$ cat config.mk
export PLATFORM = sky130hd
export DESIGN_NAME = adder_sequencer
export DESIGN_NICKNAME = d
export VERILOG_FILES = /design/src/rtl/adder_sequencer.sv
export SDC_FILE = /design/constraint.sdc
export NUM_CORES = 1
export LEC_CHECK = 0
export CAP_MARGIN = 20
export CORE_ASPECT_RATIO = 1.25
export CORE_MARGIN = 8
export CORE_UTILIZATION = 30
export DETAILED_ROUTE_END_ITERATION = 10
export PLACE_DENSITY = 0.61
export SLEW_MARGIN = 20
export SYNTH_ARGS = -nofsm -noshare
export SYNTH_HDL_FRONTEND = slang
export SYNTH_SLANG_ARGS = --single-unit
$ cat constraint.sdc
create_clock -name clk -period 5.1 [get_ports clk]
set_input_delay 1.02 -clock clk [delete_from_list [all_inputs] [get_ports clk]]
set_output_delay 1.02 -clock clk [all_outputs]
set_load 0.005 [all_outputs]
$ cat src/rtl/adder_sequencer.sv
// adder_sequencer: wide-operand adder built from one 3-bit ripple slice.
// It adds one 3-bit chunk per clock, LSB chunk first, and keeps the
// inter-chunk carry in a register. A start/busy/done handshake launches an
// add and returns sum, carry-out and signed overflow after N_CHUNKS+1 cycles.
// Optional feature macro: ADDER_SEQUENCER_SUB_EN adds a 'sub' input that
// selects A-B (B complemented, carry-in forced to 1).
module adder_sequencer #(
    parameter int N_CHUNKS = 4,
    localparam int W = 3 * N_CHUNKS
) (
    input  logic         clk,
    input  logic         rst,
    input  logic         start,
    input  logic [W-1:0] a,
    input  logic [W-1:0] b,
    input  logic         c_in,
`ifdef ADDER_SEQUENCER_SUB_EN
    input  logic         sub,
`endif
    output logic         busy,
    output logic         done,
    output logic [W-1:0] sum,
    output logic         c_out,
    output logic         overflow
);

    localparam int IDX_W = (N_CHUNKS > 1) ? $clog2(N_CHUNKS) : 1;
    localparam logic [IDX_W-1:0] LAST_IDX = IDX_W'(N_CHUNKS - 1);

    typedef enum logic [1:0] {
        IDLE = 2'd0,
        RUN  = 2'd1,
        DONE = 2'd2
    } state_t;

    state_t state_q, state_d;

    logic [W-1:0]     a_q;
    logic [W-1:0]     b_q;
    logic [W-1:0]     b_eff;
    logic             cy;
    logic [IDX_W-1:0] idx;
`ifdef ADDER_SEQUENCER_SUB_EN
    logic             sub_q;
`endif

    logic [2:0] slice_a;
    logic [2:0] slice_b;
    logic [2:0] slice_s;
    logic       slice_co;

    // One 3-bit ripple full-adder slice: {carry_out, sum[2:0]}.
    function automatic logic [3:0] full_add3(input logic [2:0] x,
                                             input logic [2:0] y,
                                             input logic       ci);
        logic       c;
        logic [2:0] s;
        c = ci;
        for (int i = 0; i < 3; i++) begin
            s[i] = x[i] ^ y[i] ^ c;
            c    = (x[i] & y[i]) | (c & (x[i] ^ y[i]));
        end
        return {c, s};
    endfunction

    // Effective B operand: complemented in subtract mode.
    always_comb begin
`ifdef ADDER_SEQUENCER_SUB_EN
        b_eff = sub_q ? ~b_q : b_q;
`else
        b_eff = b_q;
`endif
    end

    // Shared slice, fed the chunk selected by idx and the carry register.
    always_comb begin
        slice_a = a_q[3*idx +: 3];
        slice_b = b_eff[3*idx +: 3];
        {slice_co, slice_s} = full_add3(slice_a, slice_b, cy);
    end

    // State register.
    always_ff @(posedge clk) begin
        if (rst) begin
            state_q <= IDLE;
        end else begin
            state_q <= state_d;
        end
    end

    // Next-state and handshake outputs.
    always_comb begin
        state_d = state_q;
        busy    = 1'b0;
        done    = 1'b0;
        case (state_q)
            IDLE: begin
                if (start) begin
                    state_d = RUN;
                end
            end
            RUN: begin
                busy = 1'b1;
                if (idx == LAST_IDX) begin
                    state_d = DONE;
                end
            end
            DONE: begin
                done    = 1'b1;
                state_d = IDLE;
            end
            default: begin
                state_d = IDLE;
            end
        endcase
    end

    // Operand capture, chunk stepping, and result/flag registers.
    always_ff @(posedge clk) begin
        if (rst) begin
            idx      <= '0;
            cy       <= 1'b0;
            sum      <= '0;
            c_out    <= 1'b0;
            overflow <= 1'b0;
        end else begin
            case (state_q)
                IDLE: begin
                    if (start) begin
                        a_q      <= a;
                        b_q      <= b;
`ifdef ADDER_SEQUENCER_SUB_EN
                        sub_q    <= sub;
                        cy       <= sub ? 1'b1 : c_in;
`else
                        cy       <= c_in;
`endif
                        idx      <= '0;
                        sum      <= '0;
                        c_out    <= 1'b0;
                        overflow <= 1'b0;
                    end
                end
                RUN: begin
                    sum[3*idx +: 3] <= slice_s;
                    cy              <= slice_co;
                    if (idx == LAST_IDX) begin
                        c_out    <= slice_co;
                        // slice_s[2] is the final MSB of the result.
                        overflow <= (a_q[W-1] == b_eff[W-1]) &&
                                    (slice_s[2] != a_q[W-1]);
                    end else begin
                        idx <= idx + IDX_W'(1);
                    end
                end
                default: begin
                end
            endcase
        end
    end

endmodule

Word level (Yosys, flattened, before mapping)
Cells that the tools add are included.
{"block": "op_classes", "n_addsub": 2, "n_mul": 1, "div_mod_pow": 0, "order_cmp": 0, "n_eq_ne": 8, "n_shift": 4, "mux": 18, "bitwise": 16, "n_reduce_logical": 8}
{"op": "negation 4 -> 34 bit", "n": 1}
{"op": "variable shift 3 x 34 -> 12 bit (first input constant)", "n": 1}
{"op": "variable part select 3 x 34 -> 12 bit", "n": 1}
{"op": "case mux 12 bit (2 select lines)", "n": 1}
{"op": "variable part select 12 x 5 -> 3 bit", "n": 2}
{"op": "bitwise mux 12 bit", "n": 1}
{"op": "2-to-1 mux 12 bit", "n": 1}
{"op": "AND reduction 3 bit", "n": 3}
{"op": "2-to-1 mux 2 bit", "n": 4}
{"op": "case mux 2 bit (2 select lines)", "n": 2}
{"op": "bitwise AND 1 bit", "n": 6}
{"op": "2-to-1 mux 1 bit", "n": 6}
{"op": "!= test 2 bit (second input constant)", "n": 3}
{"op": "case mux 1 bit (2 select lines)", "n": 3}
{"op": "bitwise XOR 1 bit", "n": 6}
{"op": "== test 2 bit (second input constant)", "n": 2}
{"op": "multiplier 2 x 2 -> 4 bit (first input constant)", "n": 1}
{"op": "AND reduction 2 bit", "n": 2}
{"op": "OR 1 bit", "n": 3}
{"op": "adder 2 x 1 -> 2 bit (second input constant)", "n": 1}
{"op": "== test 2 x 1 -> 1 bit (second input constant)", "n": 1}
{"op": "zero test 2 bit", "n": 1}
{"op": "nonzero test 2 bit", "n": 1}
{"op": "== test 1 bit", "n": 1}
{"op": "other kinds (3)", "n": 3}
{"block": "word_totals", "ff_bits": 43, "latchBits": 0, "ram_bits": 0, "mem_bits_ro": 0, "inputBits": 28, "out_inout_bits": 16, "wordCells": 65, "mem_count": 0}

Logic depth before layout (Yosys ltp)
Gate-level depths: netlist (run 1).
{"block": "depth", "depth_word": 12, "mapped_depth": 10, "ltp_nobuf": 9}

Worst setup path after synthesis (run 1)
No wires, ideal clock.
{"block": "synth_timing", "path_kind": "input to register", "from": "input port rst", "to": "register a_q[0] (enable)", "setup_time_ns": 0.475, "arrival_time_ns": 3.805, "t_required_ns": 4.625, "slack_ns": 0.821, "path_stages": 2, "n_path_buf": 1, "path_cell_list": "clkbuf_1 -> nor4b_1"}
{"block": "synth_via", "elab_chain_len": 2}
{"element": "from (decl)", "line": "12", "source": "input logic rst,"}
{"element": "inverter 1 bit (no source line)"}
{"element": "AND reduction 3 bit (no source line)"}
{"element": "to (signal assigned)", "line": "130", "source": "a_q <= a;"}
{"element": "to (decl)", "line": "38", "source": "logic [W-1:0] a_q;"}
Every way passes these cells.
A chain may end at the register's enable or synchronous reset.

Final worst setup path (run 1)
{"block": "layout_timing", "from": "register idx[0]", "to": "register overflow"}
{"block": "layout_via", "elab_chain_len": 12, "word_cells_on_any_way": 20, "classes_between": "mul: 1; eq/ne: 3; shift: 2; mux: 2; bitwise: 10; reduce/logical: 2"}
{"element": "from (decl)", "line": "42", "source": "logic [IDX_W-1:0] idx;"}
{"element": "from (signal assigned)", "line": "153", "source": "idx <= idx + IDX_W'(1);"}
{"element": "multiplier 2 x 2 -> 4 bit", "line": "77, 78"}
{"element": "variable part select 12 x 5 -> 3 bit, on equally long branches", "line": "77, 78"}
{"element": "bitwise XOR 1 bit", "line": "61", "source": "c = (x[i] & y[i]) | (c & (x[i] ^ y[i]));"}
{"element": "bitwise AND 1 bit", "line": "61"}
{"element": "OR 1 bit", "line": "61"}
{"element": "bitwise AND 1 bit", "line": "61"}
{"element": "OR 1 bit", "line": "61"}
{"element": "bitwise XOR 1 bit", "line": "60", "source": "s[i] = x[i] ^ y[i] ^ c;"}
{"element": "!= test 1 bit", "line": "151", "source": "(slice_s[2] != a_q[W-1]);"}
{"element": "logical AND 1 bit", "line": "150", "source": "overflow <= (a_q[W-1] == b_eff[W-1]) &&"}
{"element": "2-to-1 mux 1 bit", "line": "147", "source": "if (idx == LAST_IDX) begin"}
{"element": "case mux 1 bit (2 select lines)", "line": "127", "source": "case (state_q)"}
{"element": "to (signal assigned)", "line": "150"}
{"element": "to (decl)", "line": "24", "source": "output logic overflow"}
Several ways; a longest one is shown, not always the timed one. The select of a mux whose other input is x is not followed.

==> results.cfg, run 1 <==
[drt]
drt_pass1_iterations = 4
routed_via_density = 4.54
drc = 0
wl_per_cell_um = 14.4
drt_wl_total_mm = 3.69
drtIter0Drc = 93
antenna_left = 0
vias = 1162

[clocking]
clk_latency_ps = 300
cts_max_level = 2
ctsHoldBuffers = 0
clock_path_buffers = 2
path_clk_slew_ps = 80
post_cts_buffers = 0
cts_tree = built
ctsResizeCount = 0
cts_inserted_buffers = 5
cts_root_buf = clkbuf_8
clock_sinks = 43

[power]
seqPwrFrac_pct = 49.2
power.total_w = 0.000790
switchingPower_w = 0.000168
power.leakage_nw = 0.878
p_clk_share_pct = 39.9
intPower_w = 0.000622
p_per_area_nw_per_um2 = 316
peakVddDrop_mv = 0.144
pwr-share-comb_pct = 11.0
p_sw_share_pct = 21.2

[yosys]
yosys.area_share.simple_pct = 9.00
ys_seq_area_share_pct = 59.5
syn-cell-area_um2 = 1850
synth_top_family_by_area = multiplexers
synth-warning-count = 0
synth_fa_ha_area_share_pct = 5.95
synth_seq_cells = 43
syn_avg_cell_area_um2 = 14.9
synth_compound_area_share_pct = 10.7
yosysUniqueCellTypes = 30
synthCells = 124
muxShareOfSynthArea_pct = 10.8
synth_nets = 159
synth-xor-area-share_pct = 0

[finish]
final_cells = 256
layout.nets = 205
drive_gt1_share_pct = 16.4
area_growth_pct = 35.1
design_area_um2 = 2500
n_antenna_cell = 0

[floorplan]
die-width_um = 86.2
rows = 32
die_h_um = 104
start_util_pct = 30.4
dieArea_um2 = 8950
core_um2 = 6090
io_pins = 44

[timing]
setup-tns-final_ps = 0
hold_violations = 0
fmax_mhz = 314
slew_violations = 0
tightest_slew_ps = 664
finalSetupViolCount = 0
fin_crit_sh_pct = 62.4
rsz0062_at_grt = no
finalCriticalPeriod_ps = 3180
relSlewSlack_pct = 55.6
fin_skew_ps = 4.98

[placement]
place_area_um2 = 2360
dp.cells = 248
dp_hpwl_mm = 2.80
io_buffer_count = 43
place.gp.congestion = 0.713

[global_route]
grt_overflow = 0
antenna_found_initial = 0
grt_pass1_vias = 1257
grt_use_total_pct = 8.68
grt_max_degree = 25
grt_pass1_wl_mm = 6.11

[setup_path]
crit_chain = mux4_2 -> fa_1 -> inv_1 -> fa_1 -> inv_1 -> fa_1 -> nand3b_1 -> o21ai_0 -> a22o_1
path_class = reg -> reg
path_max_fanout = 15
cp_common_cell = fa_1
crit_path_top_delay_cell = dfxtp_1
worstSetupEndpointType = flip-flop
worst_path_largest_cell_delay_ps = 750
start_kind = flip-flop
ff2ff_setup_slack_ps = 1920
required_ps = 5290
worstPathArrival_ps = 3370

[flow_run]
cap_violations = 0

[min_path]
min_path_type = reg -> reg

[run_status]
status = finished clean
-- layout make-up --
cell class,count,area (µm²)
inverters,10,37.5
clock buffers,5,68.8
fillers,598,3590
clock inverters,3,67.6
multi-input cells,66,679
well taps,85,106
flip-flops and latches,43,1100
repair buffers,44,438
-- power groups by stage --
stage	Clock [W]	Combinational, W	Sequential, W
2_1_floorplan	0	0.0000530	0.000392
3_3_place_gp	0	0.0000869	0.000397
3_5_place_dp	0	0.0000880	0.000397
4_1_cts	0.000323	0.0000882	0.000389
5_1_grt	0.000336	0.0000962	0.000391
6_report	0.000315	0.0000866	0.000388
-- Yosys cell counts (all sizes together) --
cell / n / area share [%]
nor2b: 1 / 0.34
a21oi: 8 / 2.6
nand2: 2 / 0.41
buf: 3 / 1.6
and3: 1 / 0.34
and4b: 1 / 0.54
edfxtp: 24 / 39
inv: 10 / 2.0
nor2: 5 / 1.0
and4bb: 2 / 1.4
ha: 4 / 2.7
dfxtp: 19 / 21
nor4b: 3 / 2.2
o21bai: 1 / 0.41
fa: 3 / 3.2
a31oi: 2 / 0.68
nor4: 1 / 0.68
nand2b: 3 / 1.0
o21ai: 1 / 0.27
nand3b: 2 / 0.81
nand3: 1 / 0.27
mux2: 5 / 3.5
mux4: 6 / 7.3
clkbuf: 2 / 0.41
o221a: 1 / 0.61
a22o: 13 / 6.2
-- path summary, 6_finish.rpt --
path,from,to,cells after the start
setup reg to reg,idx[0],overflow,9
hold reg to reg,sum[4],sum[4],1
hold / removal,sum[4],sum[4],1
setup / recovery,idx[0],overflow,9
-- routing by layer --
| metal | up-vias | track usage [%] | share of wire, % |
|---|---|---|---|
| li1 | 561 | - | - |
| met1 | 557 | 10.1 | 43 |
| met2 | 39 | 14.0 | 49 |
| met3 | 5 | 3.56 | 5.8 |
| met4 | 0 | 2.96 | 1.3 |
| met5 | - | 0 | 0 |
-- layout by cell type, fill, tap and decap left out --
| cell | n |
|---|---|
| and3_1 | 1 |
| o21bai_1 | 1 |
| buf_4 | 1 |
| bufinv_16 | 2 |
| ha_1 | 4 |
| nor4b_1 | 1 |
| clkbuf_8 | 5 |
| a22o_1 | 13 |
| clkinvlp_4 | 1 |
| edfxtp_1 | 24 |
| mux2_2 | 3 |
| and4bb_2 | 2 |
| nand3_1 | 1 |
| o21ai_0 | 1 |
| nor2_1 | 5 |
| and4b_1 | 1 |
| nor4b_4 | 1 |
| dfxtp_1 | 19 |
| clkdlybuf4s50_1 | 43 |
| fa_1 | 3 |
| a21oi_1 | 6 |
| nand3b_1 | 2 |
| a21oi_2 | 2 |
| nor4b_2 | 1 |
| mux2_4 | 2 |
| nor2b_1 | 1 |
| nand2b_1 | 3 |
| mux4_2 | 6 |
| o221a_2 | 1 |
| nor4_2 | 1 |
| a31oi_1 | 2 |
| inv_1 | 10 |
| nand2_1 | 2 |
-- worst max-delay path, delay by kind of cell, from the launching register on --
family	cells	cell delay, ps
adders and majority gates	3	1160
and+or+nand+nor	1	130
muxes	1	600
buffers and inverters	2	130
AOI/OAI and AO/OA	2	310
DFF	1	750
-- sequential cells by signal, indices dropped and copies added, names as in the netlist --
| signal | flops |
|---|---|
| a_q | 12 |
| b_eff | 12 |
| sum | 12 |
| idx | 2 |
| state_q | 2 |
| c_out | 1 |
| cy | 1 |
| overflow | 1 |
-- through the flow --
stage	utilization, %	hold WS, ps	setup WS, ps
final	41.1	482	1920
after CTS	41.1	486	1910
after global routing	41.1	497	1650
after detailed placement	38.8	467	1920
after global placement	38.8	465	1990
after floorplan	-	474	821
-- cells by family after synthesis --
| family | Yosys count |
|---|---|
| and+or+nand+nor | 22 |
| DFF | 43 |
| adders and majority gates | 7 |
| muxes | 11 |
| buffers and inverters | 15 |
| AOI/OAI and AO/OA | 26 |
No activity file was read; power rests on OpenSTA's default activity.
==> run 2, diff against run 1 <==
Clock period 5.1 ns to 3.25 ns, I/O delays scaled along.
==> results.cfg, run 2 (synthesis results as in run 1) <==
[timing]
slew_violations = 0
fin_skew_ps = 9.16
fmax_mhz = 366
finalCriticalPeriod_ps = 2730
setup-tns-final_ps = 0
finalSetupViolCount = 0
tightest_slew_ps = 601
rsz0062_at_grt = no
fin_crit_sh_pct = 84.1
hold_violations = 0
relSlewSlack_pct = 59.9

[floorplan]
dieArea_um2 = 8950
die-width_um = 86.2
core_um2 = 6090
io_pins = 44
rows = 32
start_util_pct = 30.4
die_h_um = 104

[drt]
drt_pass1_iterations = 4
vias = 1179
drt_wl_total_mm = 3.85
routed_via_density = 4.57
antenna_left = 0
drc = 0
wl_per_cell_um = 14.9
drtIter0Drc = 75

[finish]
nFillCells = 612
layout.nets = 207
layout_common_cells = clkdlybuf4s50_1, edfxtp_1, dfxtp_1, a22o_1, inv_1
final_common_cell = clkdlybuf4s50_1
area_growth_pct = 33.8
n_antenna_cell = 0
drive_gt1_share_pct = 16.8
final_cells = 258

[clocking]
clock_path_buffers = 2
cts_tree = built
cts_inserted_buffers = 5
cts_max_level = 2
post_cts_buffers = 0
path_clk_slew_ps = 80
ctsResizeCount = 0
clock_sinks = 43
clk_latency_ps = 300
ctsHoldBuffers = 0
cts_root_buf = clkbuf_8

[power]
peakVddDrop_mv = 0.238
power.leakage_nw = 0.870
p_per_area_nw_per_um2 = 440

[setup_path]
path_class = reg -> reg
path_max_fanout = 6
start_kind = flip-flop
required_ps = 3440
worstPathArrival_ps = 2930
worstSetupEndpointType = flip-flop

[placement]
dp.cells = 250
place.gp.congestion = 0.757
dp_hpwl_mm = 3.04
io_buffer_count = 43

[flow_run]
cap_violations = 0

[global_route]
grt_use_total_pct = 9.03
grt_pass1_vias = 1291
grt_max_degree = 25
antenna_found_initial = 0
grt_pass1_wl_mm = 6.28
grt_overflow = 0

[run_status]
status = finished clean

[min_path]
min_path_type = reg -> reg
## run 2: cell types whose count changed in the layout (fill, tap and decap cells not counted)
| cell | delta |
|---|---|
| bufinv_16 | -2 |
| buf_4 | +2 |
| nor4b_2 | -1 |
| clkinv_1 | +1 |
| clkinv_4 | +1 |
| nor4b_4 | +1 |
## run 2: critical path: stages (launching register included)
cell,delay [ps]
dfxtp_1,420
mux4_2,540
fa_1,410
inv_1,80
fa_1,160
inv_1,50
fa_1,580
nand3b_1,130
o21ai_0,80
a22o_1,180
## run 2: worst paths after layout
kind         startpoint       end  slack [ps]  cells after the start
max reg2reg      idx[0]  overflow         520                      9
max              idx[0]  overflow         520                      9
min reg2reg      sum[6]    sum[6]         490                      1
min              sum[6]    sum[6]         490                      1
## run 2: stage by stage
step           setup WS, ps  utilization [%]  hold WS, ps  cell area, µm²  power, W
2_1_floorplan           431                -          474            1860  0.000698
3_5_place_dp            495             39.2          469            2390  0.000766
4_1_cts                 487             40.7          490            2470   0.00110
6_report                515             40.7          487            2470   0.00109
5_1_grt                 337             40.7          518            2470   0.00114
3_3_place_gp            580             39.2          465            2390  0.000760
## run 2: power by group
| group | switching [W] | leakage [nW] | internal [W] | total (W) |
|---|---|---|---|---|
| combinational | 0.0000646 | 0.452 | 0.0000794 | 0.000144 |
| sequential | 0.0000128 | 0.376 | 0.000593 | 0.000606 |
| clock | 0.000190 | 0.0418 | 0.000150 | 0.000340 |
| total | 0.000267 | 0.870 | 0.000823 | 0.00109 |
## run 2: area by class of cell
| class | count | area [µm²] | area share, % |
|---|---|---|---|
| repair buffers | 46 | 453 | 18.3 |
| multi-input cells | 66 | 688 | 27.8 |
| clock buffers | 5 | 68.8 | 2.78 |
| inverters | 10 | 37.5 | 1.52 |
| clock inverters | 3 | 20.0 | 0.809 |
| well taps | 85 | 106 | 4.30 |
| flip-flops and latches | 43 | 1100 | 44.5 |
## run 2: per-layer routing
| metal | part of all wire, % | wire (µm) | track usage [%] |
|---|---|---|---|
| met1 | 39 | 1510 | 9.37 |
| met2 | 51 | 1970 | 15.4 |
| met3 | 7.6 | 293 | 3.87 |
| met4 | 2.1 | 82 | 3.83 |
| met5 | 0 | 0 | 0 |
